`config.mk`:
```
export PLATFORM = sky130hd
export DESIGN_NAME = aging_vec_engine
export DESIGN_NICKNAME = d
export VERILOG_FILES = /design/src/rtl/aging_vec_engine.sv
export SDC_FILE = /design/constraint.sdc
export NUM_CORES = 1
export LEC_CHECK = 0
export CAP_MARGIN = 20
export CORE_MARGIN = 1.5
export CORE_UTILIZATION = 60
export DETAILED_ROUTE_END_ITERATION = 8
export GPL_TIMING_DRIVEN = 0
export PLACE_DENSITY = 0.8
export SKIP_CTS_REPAIR_TIMING = 1
export SYNTH_ARGS = -nofsm -noshare
export SYNTH_HDL_FRONTEND = slang
export SYNTH_SLANG_ARGS = --single-unit
```
`constraint.sdc`:
```
create_clock -name clk -period 8.11 [get_ports clk]
set_input_delay 1.622 -clock clk [delete_from_list [all_inputs] [get_ports clk]]
set_output_delay 1.622 -clock clk [all_outputs]
set_load 0.05 [all_outputs]
```
`src/rtl/aging_vec_engine.sv`:
```
// aging_vec_engine: table-driven stimulus/response engine for combinational
// benchmark aging runs. Each stored vector is applied for SETTLE cycles.
// The benchmark response is then sampled and compared with the stored
// expectation, and the compare result is counted and logged.
//
// Ports:
//   clk, rst                  clock, asynchronous active-high reset
//   load_en/addr/vec/exp      table write port (accepted only while idle)
//   start, loop_mode, stop    run control
//   dut_in, dut_out           benchmark stimulus / response
//   busy, done, vec_idx       run status
//   resp_valid, resp_data     sampled response strobe
//   mismatch_cnt, pass_cnt    saturating fail count, wrapping pass count
//   first_fail_valid/idx      first mismatching vector of the run
module aging_vec_engine #(
    parameter int unsigned IN_W   = 5,
    parameter int unsigned OUT_W  = 2,
    parameter int unsigned DEPTH  = 30,
    parameter int unsigned AW     = $clog2(DEPTH),
    parameter int unsigned SETTLE = 1
) (
    input  logic             clk,
    input  logic             rst,
    input  logic             load_en,
    input  logic [AW-1:0]    load_addr,
    input  logic [IN_W-1:0]  load_vec,
    input  logic [OUT_W-1:0] load_exp,
    input  logic             start,
    input  logic             loop_mode,
    input  logic             stop,
    output logic [IN_W-1:0]  dut_in,
    input  logic [OUT_W-1:0] dut_out,
    output logic             busy,
    output logic             done,
    output logic [AW-1:0]    vec_idx,
    output logic             resp_valid,
    output logic [OUT_W-1:0] resp_data,
    output logic [15:0]      mismatch_cnt,
    output logic [15:0]      pass_cnt,
    output logic             first_fail_valid,
    output logic [AW-1:0]    first_fail_idx
);

    localparam int unsigned HW        = (SETTLE > 1) ? $clog2(SETTLE) : 1;
    localparam logic [AW-1:0] LAST_IDX  = AW'(DEPTH - 1);
    localparam logic [HW-1:0] HOLD_LAST = HW'(SETTLE - 1);

    typedef enum logic [1:0] {IDLE, APPLY, DONE} state_t;

    state_t           state;
    logic [HW-1:0]    hold;
    logic             loop_r;
    logic             stop_seen;

    logic [IN_W-1:0]  vec_mem [DEPTH];
    logic [OUT_W-1:0] exp_mem [DEPTH];

    logic             sample_c;
    logic             is_last_c;
    logic             end_run_c;
    logic [AW-1:0]    next_idx_c;

    // Table write port; contents survive reset and are frozen during a run.
    always_ff @(posedge clk) begin
        if (load_en && (state == IDLE) && (32'(load_addr) < DEPTH)) begin
            vec_mem[load_addr] <= load_vec;
            exp_mem[load_addr] <= load_exp;
        end
    end

    // Vector boundary decode: sample point, wrap index and run termination.
    always_comb begin
        sample_c   = (state == APPLY) && (hold == HOLD_LAST);
        is_last_c  = (vec_idx == LAST_IDX);
        next_idx_c = is_last_c ? '0 : vec_idx + AW'(1);
        // A stop pulse landing exactly on the boundary counts as seen.
        end_run_c  = (loop_r && (stop_seen || stop)) || (is_last_c && !loop_r);
    end

    // Control FSM with registered outputs.
    always_ff @(posedge clk or posedge rst) begin
        if (rst) begin
            state            <= IDLE;
            hold             <= '0;
            loop_r           <= 1'b0;
            stop_seen        <= 1'b0;
            dut_in           <= '0;
            busy             <= 1'b0;
            done             <= 1'b0;
            vec_idx          <= '0;
            resp_valid       <= 1'b0;
            resp_data        <= '0;
            mismatch_cnt     <= '0;
            pass_cnt         <= '0;
            first_fail_valid <= 1'b0;
            first_fail_idx   <= '0;
        end else begin
            done       <= 1'b0;
            resp_valid <= 1'b0;
            case (state)
                IDLE: begin
                    if (start) begin
                        state            <= APPLY;
                        busy             <= 1'b1;
                        hold             <= '0;
                        vec_idx          <= '0;
                        dut_in           <= vec_mem[0];
                        loop_r           <= loop_mode;
                        stop_seen        <= 1'b0;
                        mismatch_cnt     <= '0;
                        pass_cnt         <= '0;
                        first_fail_valid <= 1'b0;
                        first_fail_idx   <= '0;
                    end
                end
                APPLY: begin
                    if (loop_r && stop) begin
                        stop_seen <= 1'b1;
                    end
                    if (sample_c) begin
                        hold       <= '0;
                        resp_valid <= 1'b1;
                        resp_data  <= dut_out;
                        if (dut_out != exp_mem[vec_idx]) begin
                            if (mismatch_cnt != 16'hFFFF) begin
                                mismatch_cnt <= mismatch_cnt + 16'd1;
                            end
                            if (!first_fail_valid) begin
                                first_fail_valid <= 1'b1;
                                first_fail_idx   <= vec_idx;
                            end
                        end
                        if (is_last_c) begin
                            pass_cnt <= pass_cnt + 16'd1;
                        end
                        if (end_run_c) begin
                            state <= DONE;
                        end else begin
                            vec_idx <= next_idx_c;
                            dut_in  <= vec_mem[next_idx_c];
                        end
                    end else begin
                        hold <= hold + HW'(1);
                    end
                end
                DONE: begin
                    state <= IDLE;
                    busy  <= 1'b0;
                    done  <= 1'b1;
                end
                default: begin
                    state <= IDLE;
                    busy  <= 1'b0;
                end
            endcase
        end
    end

endmodule

```
==> flow_summary.ini <==
[outcome]
outcome = finished clean

[timing]
setup_violations = 0
drv_slew = 0
maxSlewHeadroom_pct = 28.76
final.setup_skew_ps = 16.83
max_freq_mhz = 256.3
grt_setup_unrepaired = false
timing.final.crit_share_pct = 48.11
fin_tns_setup_ps = 0
finalCriticalPeriod_ps = 3902
hold_viol = 0
worst_pin_slew_ps = 1065
whs_ps = 480.2

[setup_path]
crit_top_cell = buf_4
critPathSlowestCell = clkbuf_1
end_kind = flop
crit_fanout = 10
max_stage_delay_ps = 510
crit_required_ps = 8580
r2r_slack_ps = 4210
critical_path_class = reg2reg
startpoint_type = flop
worstPathArrival_ps = 4370
crit_chain = buf_4, buf_4, inv_1, ha_1, a41oi_1, clkbuf_1, buf_2, mux2_2, o21ai_0, o211ai_1, nand4_1

[route]
first_iter_violations = 993
drc = 0
vias_per_cell = 6.480
wirelength_um = 28260
firstDrtPassIters = 6
antenna_left = 0
vias = 7828
wl_per_cell_um = 23.39

[die]
num_rows = 50
fp.dieArea_mm2 = 0.02004
die_y_um = 141.6
start_util_pct = 61.37
die_w_um = 141.6
core-area_mm2 = 0.01877
ios = 73

[finish]
fillers = 1199
drive_gt1_share_pct = 11.60
n_antenna_cell = 0
final_common_cell = edfxtp_1
area_growth_pct = 17.93
final_cell_mix = edfxtp_1, nor2_1, nand2_1
num-nets-final = 977

[place]
dpl.hpwl_um = 18870
portBuffers = 72
gp_routability_congestion = 0.8938

[power]
leakagePower_nw = 4.649
p_per_area_mw_per_mm2 = 292.4
ir_drop_v = 0.0001813

[clock_tree]
cts_buffers = 27
cts_buffer_depth = 3
clkTransAtPathRegs_ps = 70
clock_latency_ps = 540
cts-htree-levels = 1
cts.sinks = 268
cts_tree = yes
ctsRootBufferMaster = clkbuf_16

[synthesis]
yosysWarningCount = 0
ys.flop_type = edfxtp_1
syn_avg_cell_area_um2 = 13.63
synthesis.area_mm2 = 0.01152
syn-num-nets = 869
postSynthRegisterBits = 268
yosys.area.top_type_share_pct = 54.75
synth.area.top_cells = edfxtp_1, dfrtp_1, mux2i_1
synth-seq-area-share_pct = 67.35
async_reset_ff_share_pct = 21.64
synthCells = 845
synth_cell_type_count = 60
synth_top_cell_by_area = edfxtp_1
synth_edf_count = 210

[global_route]
grt_pass1_wl_um = 43120
grt_max_degree = 32
grt_pass1_vias = 7618
antenna_found_initial = 1
grt_overflow = 0
grt_usage_pct = 28.73

[hold_path]
hold_class = reg2reg

[run]
drv_cap = 0
-- state kept, by name (all words and copies together), names as in the netlist --
| name | count |
|---|---|
| resp_valid | 1 |
| stop_seen | 1 |
| mismatch_cnt | 16 |
| vec_mem | 150 |
| vec_idx | 5 |
| exp_mem | 60 |
| done | 1 |
| hold | 1 |
| state | 2 |
| first_fail_idx | 5 |
| dut_in | 5 |
| first_fail_valid | 1 |
| pass_cnt | 16 |
| loop_r | 1 |
| busy | 1 |
| resp_data | 2 |
-- kinds of logic after synthesis --
group	share of synthesized area, %
compound gates	9.429
mux	8.310
fa+ha+maj	0.4345
flops	67.35
buf+inv	2.563
simple gates	11.00
xor+xnor	0.9124
-- per-stage QoR --
step	setup slack, ps	std cells	cell area [um^2]	utilization (%)	power, mW
2_1_floorplan	4938	845	11520	-	2.355
3_3_place_gp	3613	1151	12530	66.77	2.693
3_5_place_dp	3899	1154	12580	67.03	2.716
4_1_cts	4276	1204	13480	71.82	3.959
5_1_grt	4038	1208	13580	72.38	4.115
6_report	4208	1208	13580	72.38	3.972
-- cell usage after synthesis (all sizes together) (2+ instances only) --
master and instances:
o21ai 46, a211o 4, xnor2 5, dfrtp 58
a21oi 24, o211ai 15, nand2 74, and4 3
nand3b 4, and3 7, buf 23, xor2 7
a211oi 10, a32o 7, nor2b 13, a22oi 3
inv 13, nor4 5, o31a 2, o311ai 18
nor2 79, ha 4, mux2 17, mux4 15
a22o 3, and2 4, clkbuf 26, or2 3
nand4 8, or3 5, mux2i 42, o41ai 3
a31oi 5, nor3b 2, o221ai 2, edfxtp 210
o22ai 11, nor3 11, nand3 24, nand2b 19
-- metal layers --
layer / part of all wire (%) / global-route usage [%] / vias up
li1: - / - / 3446
met1: 38 / 37.47 / 3827
met2: 48 / 47.09 / 473
met3: 10 / 6.311 / 80
met4: 3.5 / 12.21 / 2
met5: 0.053 / 0 / -
-- worst max-delay path, delay by kind of cell (launching register included) --
family          cells  cell delay (ps)
mux                 1              390
fa+ha+maj           1              250
compound gates      3             1060
buf+inv             5             1520
flops               1              480
simple gates        1              120
-- layout make-up --
cell class | instances | area (um^2) | area share [%]
Multi-Input combinational cell | 514 | 3478 | 25.61
Inverter | 14 | 52.55 | 0.3868
Timing Repair Buffer | 79 | 860.8 | 6.337
Buffer | 49 | 242.7 | 1.787
Sequential cell | 268 | 7757 | 57.11
Clock buffer | 35 | 735.7 | 5.416
Tap cell | 234 | 292.8 | 2.155
Clock inverter | 15 | 163.9 | 1.207
-- where the power goes --
part / internal, mW / leakage [nW] / switching, mW
logic: 0.373 / 1.54 / 0.755
clock network: 0.738 / 0.439 / 0.517
registers: 1.55 / 2.67 / 0.0443
total: 2.66 / 4.65 / 1.32
-- final timing paths --
| kind | start | to | cells past startpoint |
|---|---|---|---|
| worst max-delay path | vec_idx[1] | dut_in[2] | 11 |
| worst min-delay path | resp_data[0] | resp_data[0] | 2 |
| worst max register to register | vec_idx[1] | dut_in[2] | 11 |
| worst min register to register | resp_data[0] | resp_data[0] | 2 |
| max in group asynchronous | rst | mismatch_cnt[15] | 3 |
| min in group asynchronous | rst | first_fail_idx[3] | 2 |
(Power assumes the default switching activity.)
